<file path="src/rtl/fifo_arb_pkg.sv">
// Shared types and constants for the FIFO write arbiter.
package fifo_arb_pkg;

   typedef enum logic {
      ARB_IDLE = 1'b0,
      ARB_LOCK = 1'b1
   } arb_state_t;

   // Last-granted pointer starts at the top index so index 0 wins first.
   function automatic int rr_ptr_rst(input int n_req);
      return n_req - 1;
   endfunction

endpackage

</file>
<file path="src/rtl/fifo_wr_arbiter_rr_pick.sv">
// Rotating priority encoder: first set bit of req searching from base+1.
module rr_pick
   import fifo_arb_pkg::*;
#(
   parameter int N_REQ   = 4,
   parameter int N_REQ_l = 2
) (
   input  logic [N_REQ-1:0]   req,
   input  logic [N_REQ_l-1:0] base,
   output logic [N_REQ_l-1:0] gnt_id,
   output logic               gnt_any
);

   logic [N_REQ_l-1:0] idx;

   // Walk farthest-first so the nearest hit overwrites earlier ones.
   always_comb begin
      gnt_id  = '0;
      gnt_any = 1'b0;
      idx     = '0;
      for (int i = N_REQ; i >= 1; i--) begin
         idx = base + N_REQ_l'(i);
         if (req[idx]) begin
            gnt_id  = idx;
            gnt_any = 1'b1;
         end
      end
   end

endmodule

</file>
<file path="src/rtl/fifo_wr_arbiter.sv">
// Round-robin write arbiter in front of a single-clock FIFO.
// Packet lock is compiled in with FIFO_ARB_LOCK_EN.
module fifo_wr_arbiter
   import fifo_arb_pkg::*;
#(
   parameter int N_REQ   = 4,
   parameter int N_REQ_l = 2,
   parameter int WIDTH   = 8
) (
   input  logic                     clock,
   input  logic                     reset,
   input  logic [N_REQ-1:0]         req_valid,
   input  logic [N_REQ*WIDTH-1:0]   req_data,
   input  logic [N_REQ-1:0]         req_last,
   output logic [N_REQ-1:0]         req_ready,
   input  logic                     fifo_full,
   output logic                     fifo_wr,
   output logic [WIDTH-1:0]         fifo_din,
   output logic [N_REQ_l-1:0]       grant_id,
   output logic                     grant_valid
);

   localparam logic [N_REQ_l-1:0] RR_RST =
      N_REQ_l'(rr_ptr_rst(N_REQ));

   logic [N_REQ_l-1:0] rr_ptr;
   logic [N_REQ_l-1:0] rr_next;
   logic [N_REQ_l-1:0] g;
   logic               g_any;
   logic               xfer;
   logic [N_REQ-1:0]   elig;

`ifdef FIFO_ARB_LOCK_EN
   arb_state_t         state;
   arb_state_t         state_next;
   logic [N_REQ_l-1:0] lock_id;
   logic [N_REQ_l-1:0] lock_next;

   always_ff @(posedge clock) begin
      if (reset) begin
         state   <= ARB_IDLE;
         lock_id <= '0;
         rr_ptr  <= RR_RST;
      end else begin
         state   <= state_next;
         lock_id <= lock_next;
         rr_ptr  <= rr_next;
      end
   end

   // While locked only the packet owner may be granted.
   always_comb begin
      elig = req_valid;
      if (state == ARB_LOCK)
         elig = req_valid & (N_REQ'(1) << lock_id);
   end

   always_comb begin
      state_next = state;
      lock_next  = lock_id;
      rr_next    = rr_ptr;
      if (xfer) begin
         unique case (state)
            ARB_IDLE: begin
               if (req_last[g]) begin
                  rr_next = g;
               end else begin
                  state_next = ARB_LOCK;
                  lock_next  = g;
               end
            end
            ARB_LOCK: begin
               if (req_last[g]) begin
                  state_next = ARB_IDLE;
                  rr_next    = lock_id;
               end
            end
            default: state_next = ARB_IDLE;
         endcase
      end
   end
`else
   logic unused_last;
   assign unused_last = ^req_last;

   always_ff @(posedge clock) begin
      if (reset)
         rr_ptr <= RR_RST;
      else
         rr_ptr <= rr_next;
   end

   assign elig = req_valid;

   always_comb begin
      rr_next = rr_ptr;
      if (xfer)
         rr_next = g;
   end
`endif

   rr_pick #(
      .N_REQ   (N_REQ),
      .N_REQ_l (N_REQ_l)
   ) u_pick (
      .req     (elig),
      .base    (rr_ptr),
      .gnt_id  (g),
      .gnt_any (g_any)
   );

   assign xfer = ~reset & ~fifo_full & g_any;

   always_comb begin
      req_ready   = '0;
      fifo_wr     = 1'b0;
      fifo_din    = '0;
      grant_id    = '0;
      grant_valid = 1'b0;
      if (xfer) begin
         req_ready[g] = 1'b1;
         fifo_wr      = 1'b1;
         fifo_din     = req_data[g*WIDTH +: WIDTH];
         grant_id     = g;
         grant_valid  = 1'b1;
      end
   end

endmodule

</file>
<file path="config.mk">
export PLATFORM = sky130hd
export DESIGN_NAME = fifo_wr_arbiter
export DESIGN_NICKNAME = d
export VERILOG_FILES = /design/src/rtl/fifo_arb_pkg.sv /design/src/rtl/fifo_wr_arbiter_rr_pick.sv /design/src/rtl/fifo_wr_arbiter.sv
export SDC_FILE = /design/constraint.sdc
export NUM_CORES = 1
export LEC_CHECK = 0
export ABC_AREA = 1
export ABC_CLOCK_PERIOD_IN_PS = 2000
export CAP_MARGIN = 25
export CORE_MARGIN = 1.5
export CORE_UTILIZATION = 45
export CTS_CLUSTER_DIAMETER = 150
export DETAILED_ROUTE_END_ITERATION = 12
export DONT_BUFFER_PORTS = 1
export PLACE_DENSITY_LB_ADDON = 0.08
export SKIP_LAST_GASP = 1
export SYNTH_ARGS = -nofsm -noshare
export SYNTH_HDL_FRONTEND = slang
export SYNTH_HIERARCHICAL = 1
export SYNTH_SLANG_ARGS = --single-unit
</file>
<file path="constraint.sdc">
create_clock -name clock -period 2 [get_ports clock]
set_input_delay 0.1 -clock clock [delete_from_list [all_inputs] [get_ports clock]]
set_output_delay 0.1 -clock clock [all_outputs]
set_load 0.005 [all_outputs]
</file>
## Yosys cells after proc, flatten, opt, wreduce, memory -nomap -nowiden

Index checks and enable logic that the tools add are counted.
Widths: inputs -> output; s select.

- Register bits after elaboration: 2
- Input port bits: 43
- Output and inout bits: 16
- Word-level logic and storage cells: 38

- Add/sub/neg operators: 3
- Magnitude comparators: 6
- Shift operators: 1
- Mux-type cells: 22
- Bitwise operators: 4
- Reductions and logical operators: 1

Operators by type and width:

| kind | number |
|---|---|
| $shiftx 32x6->8 | 1 |
| $lt 2x3->1 const B | 5 |
| $mux 1 | 10 |
| $mux 2 | 5 |
| $bmux 1 s2 | 4 |
| $mux 8 | 1 |
| $add 2x2->2 const B | 2 |
| $mux 4 | 1 |
| $add 2x1->2 const B | 1 |
| $and 1x1->1 | 2 |
| $demux 1 s2 | 1 |
| $ge 2x1->1 const B | 1 |
| $not 1->1 | 2 |
| $logic_and 1x1->1 | 1 |

## Logic depth before layout (Yosys ltp)

Gate-level depths: netlist of run 1.

- Word-level depth: 11
- Gate-level depth with buffers: 16
- Depth with buffers taken out: 14

## By module

The synthesis of run 1 kept the hierarchy.

Modules (own cells, without submodules):

| module | times used | cells each | area an instance (um^2) | sequential area each (um^2) |
|---|---|---|---|---|
| fifo_wr_arbiter | 1 | 91 | 442.9 | 40.0 |
| rr_pick | 1 | 49 | 226.5 | 0.0 |

## Least setup slack after synthesis of run 1

OpenSTA, ideal clock, no wires.

- Path kind: flip-flop to output port
- Start point: register rr_ptr[0]
- End point: output fifo_din[0]
- Data arrival time: 1.435 ns
- Data required time: 1.900 ns
- Path slack: 0.465 ns
- Stages on the path, launching flop included: 17
- Path buffers: 2
- Cells stage by stage: dfxtp_1 -> buf_6 -> inv_8 -> nand2_1 -> nand2_1 -> nand2_1 -> nand2_1 -> nand2_1 -> nand2_1 -> nand2_1 -> nand2_1 -> buf_6 -> inv_4 -> nand3_1 -> nand2_1 -> nor2_1 -> nor2_1

- Word-level cells in the longest chain between the ends: 8
- Elaborated cells on any way between the ends: 22
- Those cells by class: add/sub: 3; shift: 1; mux: 17; bitwise: 1

Ends and longest elaborated chain:

| item | line | text |
|---|---|---|
| start: declaration | fifo_wr_arbiter.sv:26 | `logic [N_REQ_l-1:0] rr_ptr;` |
| start signal: assignment | fifo_wr_arbiter.sv:90 | `rr_ptr <= rr_next;` |
| $add 2x2->2 / $bmux 1 s2 (equally long branches) | fifo_wr_arbiter_rr_pick.sv:22, fifo_wr_arbiter_rr_pick.sv:23 |  |
| $bmux 1 s2 / $mux 1 (equally long branches) | fifo_wr_arbiter_rr_pick.sv:23 | `if (req[idx]) begin` |
| $mux 1 (implied by the code) / $mux 2 (equally long branches) | fifo_wr_arbiter_rr_pick.sv:23 |  |
| $mux 2 (2 in series) | fifo_wr_arbiter_rr_pick.sv:23 |  |
| $mux 2 (*) | fifo_wr_arbiter_rr_pick.sv:23 |  |
| named net g[0] | fifo_wr_arbiter.sv:28 | `logic [N_REQ_l-1:0] g;` |
| $shiftx 32x6->8 (*) | fifo_wr_arbiter.sv:123 | `fifo_din = req_data[g*WIDTH +: WIDTH];` |
| $mux 8 (*) | fifo_wr_arbiter.sv:120 | `if (xfer) begin` |
| end: declaration | fifo_wr_arbiter.sv:18 | `output logic [WIDTH-1:0] fifo_din,` |

Mark *: on every way through the listed nets, which the timed path passes. The rest lies on a longest branch. The select of a mux whose other input is x is not followed.

## Worst setup path after layout of run 1

- Start point: register rr_ptr[0]
- End point: output fifo_din[5]

The elaborated chain is that of the path after synthesis.

==> metrics.cfg, run 1 <==
[yosys]
ys_ff_latch = 2
synthCells = 140
syn_area_um2 = 669
ys_types = 15
synth_area_per_cell_um2 = 4.78
synth_nets = 183
yosysSeqAreaShare_pct = 5.98
yosysWarnings = 6

[place]
dpl-instance-area_um2 = 672
dpl.hpwl_mm = 1.36
dp_slack_ns = 0.0982
numPortBuffers = 0
place.gp.congestion = 0.815
dp_cells = 154

[route]
num_vias = 883
via_per_inst = 5.42
first_iter_violations = 18
final_antenna_net_count = 0
drc = 0
wl_per_cell_um = 11.9
firstDrtPassIters = 4
finalWirelength_mm = 1.94

[floorplan]
row_count = 13
die_h_um = 41.6
pin_count = 59
die_width_um = 41.6
dieArea_um2 = 1730
initial_core_util_pct = 49.6
core_area_um2 = 1350

[worst_setup_path]
crit_end = fifo_din[5]
r2r_setup_slack_ns = 0.44
crit_fanout = 6
crit_required_ns = 1.90
endpoint_kind = output port
critical_path.startpoint = rr_ptr[0]$_SDFFE_PP1P_
r2r_start = rr_ptr[0]$_SDFFE_PP1P_
rr_endpoint = rr_ptr[1]$_SDFFE_PP1P_
worst_r2r_path_depth = 10
cp.arrival_ns = 1.84
startpoint_type = register
critPathKind = register to output port

[sta]
finClkSkew_ns = 0.00514
finalCritPeriodShare_pct = 97.2
setup_tns_ns = 0
setup_violations = 0
slew_viol_final = 0
finalHoldViolations = 0
fin_crit_ns = 1.94
rsz0062_at_grt = yes
tightestPinTransition_ns = 0.286
fmax_mhz = 515
max_slew_margin_pct = 80.8
layout_setup_ws_ns = 0.0567

[global_routing]
grt_max_degree = 14
grt_use_met1_pct = 24.8
grt_pass1_wl_mm = 2.80
grtUsageMet3_pct = 3.04
track_usage_pct = 19.2
overflow = 0
use_met2_pct = 33.4
grt_pass1_vias = 706
globalRoute.busiestLayer = met2
antenna_found_initial = 0

[clocking]
cts_max_level = 1
cts_tree = built
cts_root_buf = clkbuf_4
ctsLongestPathBuffers = 2
clkLatencyLatePin_ns = 0.22
clock-sinks = 2
clkTransAtPathRegs_ns = 0.03
cts_buffers = 3

[cells_and_area]
drive_above_1_share_pct = 33.1
syn2layout_area_growth_pct = 30.8
finalNonFillerCells = 163
ff_latch_area_um2 = 45.0
top_register = rr_ptr
stdcell_area_um2 = 876
layout_common_cells = nand2_1, nand3_1, nor2_1
layout_commonest_cell = nand2_1
antenna_cells = 0
num-fill-cells = 152
reg.largest.list = rr_ptr: 2 flops
nets = 193
largest_reg_flops = 2
multi_input_area_um2 = 588

[power_and_ir_drop]
p_leak_nw = 0.507
power.density_nw_per_um2 = 741
vdd_drop_max_uv = 616

[min_path]
min_path_type = input pin to register

[status]
status = finished, final reports clean

[flow_run]
drv_cap = 0

## Yosys cell counts
library cell,n,area share (%)
nor2_2,2,1.9
nand2_1,57,32
dfxtp_1,2,6.0
buf_4,3,3.4
inv_8,1,1.7
nor2_1,21,12
nand2_2,4,3.7
inv_4,2,1.9
inv_1,11,6.2
nor3_1,1,0.75
buf_6,3,5.0
nand3_1,30,22
and2_4,1,1.3
buf_2,1,0.75
o21ai_2,1,1.3
## metrics by stage
step / total power (W) / util (%) / hold WS [ns]
after floorplan: 0.000367 / - / 0.220
after CTS: 0.000515 / 52.1 / 0.000542
final: 0.000649 / 64.9 / 0.00392
after global routing: 0.000718 / 64.9 / 0.0213
after global placement: 0.000410 / 49.8 / 0.230
after detailed placement: 0.000418 / 49.8 / 0.233
## worst min path at each step
stage	start	end	slack (ns)	cells past startpoint
after global routing	reset	rr_ptr[0]$_SDFFE_PP1P_	0.02	2
after floorplan	reset	rr_ptr[0]$_SDFFE_PP1P_	0.22	2
after detailed placement	reset	rr_ptr[0]$_SDFFE_PP1P_	0.23	2
final	reset	rr_ptr[0]$_SDFFE_PP1P_	0.004	2
after global placement	reset	rr_ptr[0]$_SDFFE_PP1P_	0.23	2
after CTS	reset	rr_ptr[0]$_SDFFE_PP1P_	0.0005	2
## cell families (layout without fill, tap and decap cells)
group                  count (synthesis)  count (layout)  synth area share [%]
AOI/OAI and AO/OA                      1               1                  1.31
buffers and inverters                 21              29                  18.9
DFF                                    2               2                  5.98
and+or+nand+nor                      116             116                  73.8
## critical path, cell delays in order (launching register included)
cell,delay [ns]
dfxtp_4,0.37
buf_6,0.14
o21ai_4,0.17
nand2_2,0.09
nand2_2,0.06
nand2_2,0.06
nand2_2,0.08
nand2_2,0.07
nand2_4,0.10
buf_6,0.15
inv_8,0.04
nand3_1,0.05
nand2_1,0.05
nor2_1,0.11
nor2_1,0.06
## what timing repair did
item,4_1_cts,5_1_grt
setup buffers,0,4
hold endpoints to repair,0,0
resized for setup,3,37
pin swaps,0,19
cloned,0,2
endpoints found under the setup margin,9,9
hold buffers,0,0
## per-layer routing
layer	vias to the layer above	wire length, um
met1	379	877
met4	0	7
met5	-	0
li1	457	-
met2	45	912
met3	2	145
## where the power goes
group          internal [W]  switching [W]  total (W)  leakage [nW]
registers         0.0000444     0.00000795  0.0000524        0.0163
logic              0.000213       0.000297   0.000509         0.477
clock network     0.0000660      0.0000208  0.0000868        0.0138
total              0.000323       0.000325   0.000649         0.507
## layout make-up
type / count / area share (%)
clock buffers: 3 / 2.57
inverters: 14 / 8.29
multi-input cells: 117 / 67.1
flip-flops and latches: 2 / 5.14
well taps: 15 / 2.14
repair buffers: 11 / 14.0
repair inverters: 1 / 0.714
Note: power is estimated with default switching activity, not from simulation.
==> run 2: changes to the inputs <==
==> constraint.sdc (replaced) <==
create_clock -name clock -period 2 [get_ports clock]
set_input_delay 0 -clock clock [delete_from_list [all_inputs] [get_ports clock]]
set_output_delay 0 -clock clock [all_outputs]
set_load 0.005 [all_outputs]
==> run 2 against run 1 <==
Cell count shrank 3.1%; utilization shrank 11 points; flip-flop and latch count is the same; die area is the same; worst setup slack gained 0.077 ns; hold slack gained 0.10 ns; wire length shrank 6.8%; design area shrank 16%.
==> metrics.cfg, run 2 (synthesis gave the netlist of run 1 again) <==
[sta]
hold_slack_ns = 0.104  ; +0.0996 ns
finClkSkew_ns = 0.00660  ; +0.00146 ns
tightestPinTransition_ns = 0.307  ; +0.0204 ns
fin_crit_ns = 1.87  ; -0.0766 ns
rsz0062_at_grt = yes
finalHoldViolations = 0  ; unchanged
finalCritPeriodShare_pct = 93.3  ; -3.8 points
max_slew_margin_pct = 79.4  ; -1.4 points
slew_viol_final = 0  ; unchanged
setup_violations = 0  ; unchanged
setup_tns_ns = 0  ; unchanged
fmax_mhz = 536  ; +4.1%

[floorplan]
core_area_um2 = 1350  ; unchanged
dieArea_um2 = 1730  ; unchanged
die_width_um = 41.6  ; unchanged
pin_count = 59  ; unchanged
initial_core_util_pct = 49.6  ; unchanged
die_h_um = 41.6  ; unchanged
row_count = 13  ; unchanged

[clocking]
cts_buffers = 3  ; unchanged
cts_max_level = 1  ; unchanged
cts_tree = built
cts_root_buf = clkbuf_4
clock-sinks = 2  ; unchanged
clkTransAtPathRegs_ns = 0.03  ; about the same
ctsLongestPathBuffers = 2  ; unchanged
clkLatencyLatePin_ns = 0.23  ; about the same

[route]
wl_per_cell_um = 11.5  ; -3.9%
first_iter_violations = 16  ; -2
drc = 0  ; unchanged
via_per_inst = 5.42  ; about the same
final_antenna_net_count = 0  ; unchanged
firstDrtPassIters = 4  ; unchanged
num_vias = 856  ; -3.1%
finalWirelength_mm = 1.81  ; -6.8%

[power_and_ir_drop]
p_clk_share_pct = 16.8  ; +3.4 points
switching_share_pct = 52.9  ; +2.7 points
p_int_w = 0.000248  ; -23%
comb_power_share_pct = 73.3  ; -5.2 points
power.density_nw_per_um2 = 717  ; -3.1%
switchingPower_w = 0.000278  ; -15%
seq_power_share_pct = 9.9  ; +1.8 points
p_leak_nw = 0.459  ; -9.5%
vdd_drop_max_uv = 618  ; +0.41%

[place]
numPortBuffers = 0  ; unchanged
place.gp.congestion = 0.768  ; -5.7%
dpl.hpwl_mm = 1.36  ; +0.28%

[worst_setup_path]
startpoint_type = register
rr_endpoint = rr_ptr[0]$_SDFFE_PP1P_
crit_fanout = 12  ; +6
r2r_start = rr_ptr[0]$_SDFFE_PP1P_
worst_r2r_path_depth = 12  ; +2
crit_end = fifo_din[6]
critPathKind = register to output port
endpoint_kind = output port
r2r_setup_slack_ns = 0.47  ; +0.03 ns
critical_path.startpoint = rr_ptr[0]$_SDFFE_PP1P_
crit_required_ns = 2.00  ; +0.10 ns
crit_slowest_cell = dfxtp_4
cp.arrival_ns = 1.87  ; +0.03 ns
critPathMaxStageDelay_ns = 0.39  ; +0.02 ns
worstPathCellList = buf_6 -> nand2_1 -> nand2_2 -> nand2_1 -> nand2_1 -> nand3_1 -> nand2_2 -> buf_4 -> nand3_1 -> nand2_1 -> nor2_1 -> nor2_1
crit_top_cell = nand2_1

[cells_and_area]
top_register = rr_ptr
layout_common_cells = nand2_1, nand3_1, nor2_1
drive_above_1_share_pct = 16.8  ; -16 points
nets = 188  ; -2.6%
largest_reg_flops = 2  ; unchanged
antenna_cells = 0  ; unchanged
reg.largest.list = rr_ptr: 2 flops
syn2layout_area_growth_pct = 9.53
layout_commonest_cell = nand2_1

[flow_run]
drv_cap = 0  ; unchanged

[global_routing]
overflow = 0  ; unchanged
grt_max_degree = 13  ; -1
antenna_found_initial = 0  ; unchanged
track_usage_pct = 19.7  ; +0.46 points
grt_pass1_vias = 707  ; +0.14%
grt_pass1_wl_mm = 2.88  ; +2.7%

[status]
status = finished, final reports clean

[min_path]
min_path_type = input pin to register

run 2: timing repair:
item / 4_1_cts / 5_1_grt
resized for setup: 3 / 8
pin swaps: 0 / 2
setup buffers: 0 / 1
endpoints found under the setup margin: 8 / 8
hold buffers: 1 / 0
endpoints found under the hold margin: 2 / 0
run 2: layout make-up:
| type | instances | area, um^2 |
|---|---|---|
| Multi-Input combinational cell | 117 | 520 |
| Timing Repair Buffer | 7 | 58.8 |
| Sequential cell | 2 | 45.0 |
| Fill cell | 156 | 617 |
| Clock buffer | 3 | 22.5 |
| Tap cell | 15 | 18.8 |
| Inverter | 14 | 67.6 |
run 2: routing by layer:
metal / global-route usage [%] / vias to the layer above / wire [um]
met5: 0 / - / 0
met3: 1.74 / 2 / 128
met2: 34.7 / 47 / 891
li1: - / 442 / -
met1: 25.9 / 365 / 777
met4: 3.87 / 0 / 12
run 2: worst min path at each step:
| stage | startpoint | endpoint | slack [ns] | depth (start not counted) |
|---|---|---|---|---|
| final | reset | rr_ptr[1]$_SDFFE_PP1P_ | 0.10 | 4 |
| after floorplan | reset | rr_ptr[0]$_SDFFE_PP1P_ | 0.12 | 2 |
| after detailed placement | reset | rr_ptr[1]$_SDFFE_PP1P_ | 0.13 | 2 |
| after global placement | reset | rr_ptr[0]$_SDFFE_PP1P_ | 0.13 | 2 |
| after CTS | reset | rr_ptr[1]$_SDFFE_PP1P_ | 0.11 | 4 |
| after global routing | reset | rr_ptr[0]$_SDFFE_PP1P_ | 0.17 | 4 |
run 2: power groups by stage:
stage / sequential [W] / combinational (W) / clock, W
CTS: 0.0000529 / 0.000368 / 0.0000901
global placement: 0.0000528 / 0.000349 / 0
floorplan: 0.0000470 / 0.000320 / 0
detailed placement: 0.0000529 / 0.000358 / 0
finish: 0.0000518 / 0.000386 / 0.0000884
global route: 0.0000529 / 0.000439 / 0.0000930
run 2: through the flow:
step	area, um^2	utilization (%)	total power, W	setup WS (ns)	cells
6_report	733	54.3	0.000526	0.133	158
5_1_grt	733	54.3	0.000585	-0.0279	158
4_1_cts	706	52.3	0.000511	0.108	157
3_5_place_dp	664	49.2	0.000411	-0.000918	153
3_3_place_gp	664	49.2	0.000402	0.0655	153
2_1_floorplan	669	-	0.000367	0.565	140
run 2: worst max-delay path: cells and delay by family (launching register included):
kind          cells  cell delay [ns]
buf+inv           2             0.37
flops             1             0.39
simple gates     10             0.89
==> run 3: changes to the inputs <==
--- a/config.mk
+++ b/config.mk
@@ -6,7 +6,7 @@
 export NUM_CORES = 1
 export LEC_CHECK = 0
 export ABC_AREA = 1
-export ABC_CLOCK_PERIOD_IN_PS = 2000
+export ABC_CLOCK_PERIOD_IN_PS = 1700
 export CAP_MARGIN = 25
 export CORE_MARGIN = 1.5
 export CORE_UTILIZATION = 45
==> constraint.sdc (replaced) <==
create_clock -name clock -period 1.7 [get_ports clock]
set_input_delay 0 -clock clock [delete_from_list [all_inputs] [get_ports clock]]
set_output_delay 0 -clock clock [all_outputs]
set_load 0.005 [all_outputs]
==> run 3 against run 2 <==
The run now ends with negative setup slack left; design area increased by 20%; non-clock buffer count increased by 4; largest cell class unchanged; worst setup slack got worse by 0.27 ns; global-route usage increased by 3.5 points; flip-flop and latch count unchanged; first-iteration DRC count decreased by 13%; power increased by 42%; sequential share of layout area decreased by 0.72 points.
==> metrics.cfg, run 3 (synthesis gave the netlist of run 1 again) <==
[status]
status = complete, but fails checks
violations = negative setup slack

[route]
final_antenna_net_count = 0  ; unchanged
wl_per_cell_um = 12.5  ; +9.1%
first_iter_violations = 14  ; -2
drc = 0  ; unchanged
via_per_inst = 5.41  ; -0.12%
finalWirelength_mm = 2.04  ; +13%
firstDrtPassIters = 4  ; unchanged
num_vias = 882  ; +3.0%

[floorplan]
dieArea_um2 = 1730  ; unchanged
row_count = 13  ; unchanged
initial_core_util_pct = 49.6  ; unchanged
core_area_um2 = 1350  ; unchanged
die_h_um = 41.6  ; unchanged
die_width_um = 41.6  ; unchanged
pin_count = 59  ; unchanged

[sta]
setup_violations = 9  ; +9
setup_tns_ns = -0.812  ; -0.812 ns
hold_slack_ns = 0.0874  ; -0.0161 ns
tightestPinTransition_ns = 0.280  ; -0.0270 ns
finClkSkew_ns = 0.00362  ; -0.00298 ns
max_slew_margin_pct = 81.2  ; +1.8 points
fin_crit_ns = 1.84
finalCritPeriodShare_pct = 108
finalHoldViolations = 0  ; unchanged
slew_viol_final = 0  ; unchanged
layout_setup_ws_ns = -0.136  ; -0.269 ns
rsz0062_at_grt = yes
fmax_mhz = 545

[cells_and_area]
ff_latch_area_um2 = 47.5  ; +5.6%
num-fill-cells = 129  ; -17%
nets = 193  ; +2.7%
multi_input_area_um2 = 601  ; +15%
reg.largest.list = rr_ptr: 2 flops
utilization_pct = 65.0  ; +11 points
antenna_cells = 0  ; unchanged
layout_common_cells = nand2_1, nand3_1, nor2_1
layout_commonest_cell = nand2_1
drive_above_1_share_pct = 33.8  ; +17 points
syn2layout_area_growth_pct = 31.0
stdcell_area_um2 = 877  ; +20%
top_register = rr_ptr
largest_reg_flops = 2  ; unchanged

[global_routing]
track_usage_pct = 23.2  ; +3.5 points
globalRoute.busiestLayer = met2
grt_pass1_vias = 831  ; +18%
grt_use_met1_pct = 31.1  ; +5.2 points
grt_pass1_wl_mm = 3.38  ; +18%
overflow = 0  ; unchanged
use_met2_pct = 40.9  ; +6.3 points
grtUsageMet3_pct = 2.61  ; +0.87 points
grt_max_degree = 13  ; unchanged
antenna_found_initial = 0  ; unchanged

[worst_setup_path]
r2r_setup_slack_ns = 0.20  ; -0.27 ns
critPathKind = register to output port
startpoint_type = register
cp.arrival_ns = 1.84  ; -0.03 ns
crit_fanout = 8  ; -4
worst_r2r_path_depth = 10  ; -2
r2r_start = rr_ptr[0]$_SDFFE_PP1P_
worstPathCellList = buf_6 -> nand2_2 -> nand2_2 -> nand2_1 -> nand2_1 -> inv_2 -> nand2_2 -> nand2_2 -> nand2_4 -> nor2_4 -> nand2_1 -> nand2_1 -> nor2_1 -> nor2_1
rr_endpoint = rr_ptr[1]$_SDFFE_PP1P_
critPathMaxStageDelay_ns = 0.37  ; -0.02 ns
crit_slowest_cell = dfxtp_4
crit_required_ns = 1.70  ; -0.30 ns
endpoint_kind = output port

[power_and_ir_drop]
power.density_nw_per_um2 = 850  ; +18%
p_leak_nw = 0.507  ; +11%
vdd_drop_max_uv = 528  ; -15%

[clocking]
cts_root_buf = clkbuf_4
clock-sinks = 2  ; unchanged
clkLatencyLatePin_ns = 0.22  ; about the same
cts_tree = built
cts_max_level = 1  ; unchanged
ctsLongestPathBuffers = 2  ; unchanged
cts_buffers = 3  ; unchanged
clkTransAtPathRegs_ns = 0.03  ; about the same

[place]
dp_slack_ns = 0.0228  ; +0.0237 ns
numPortBuffers = 0  ; unchanged
place.gp.congestion = 0.734  ; -4.4%
dpl.hpwl_mm = 1.34  ; -1.7%
dpl-instance-area_um2 = 699  ; +5.3%

[flow_run]
drv_cap = 0  ; unchanged

[min_path]
min_from = reset
hold-path-cell-count = 4  ; unchanged
min_path_type = input pin to register
worst_hold_path.endpoint = rr_ptr[1]$_SDFFE_PP1P_

run 3: how the worst max path moves through the flow:
stage                                start     endpoint  slack (ns)
detailed placement  rr_ptr[0]$_SDFFE_PP1P_  fifo_din[2]        0.02
finish              rr_ptr[0]$_SDFFE_PP1P_  fifo_din[2]       -0.14
CTS                 rr_ptr[0]$_SDFFE_PP1P_  fifo_din[5]       -0.06
global placement    rr_ptr[0]$_SDFFE_PP1P_  fifo_din[2]        0.04
global route        rr_ptr[0]$_SDFFE_PP1P_  fifo_din[2]       -0.27
floorplan           rr_ptr[0]$_SDFFE_PP1P_  fifo_din[0]        0.26
run 3: per-stage QoR:
stage                     std cells  total power [W]
final                           163         0.000745
after global routing            163         0.000828
after CTS                       162         0.000672
after detailed placement        156         0.000504
after global placement          156         0.000493
after floorplan                 140         0.000432
run 3: critical path, delay by kind of cell (launching register included):
kind | cells | cell delay [ns]
DFF | 1 | 0.37
buffers and inverters | 2 | 0.21
and+or+nand+nor | 12 | 1.03
run 3: per-layer routing:
metal	part of all wire (%)	routed length (um)
met1	42	851
met5	0	0
met4	0	0
met2	52	1060
met3	6.2	127
run 3: area by class of cell:
class | instances | area share [%]
multi-input combinational | 117 | 68.5
timing repair inverter | 1 | 0.713
clock buffer | 3 | 2.57
sequential | 2 | 5.42
timing repair buffer | 11 | 12.7
tap | 15 | 2.14
inverter | 14 | 7.99
run 3: what timing repair did:
action / in CTS / in global routing
hold buffers: 1 / 0
gates cloned: 1 / 0
hold endpoints to repair: 2 / 0
setup buffers: 2 / 1
setup endpoints to repair: 12 / 15
gates resized for setup: 19 / 26
pin swaps: 13 / 25
run 3: report_power, final:
group	switching (W)	internal (W)
clock	0.0000285	0.0000781
sequential	0.0000103	0.0000518
combinational	0.000350	0.000226
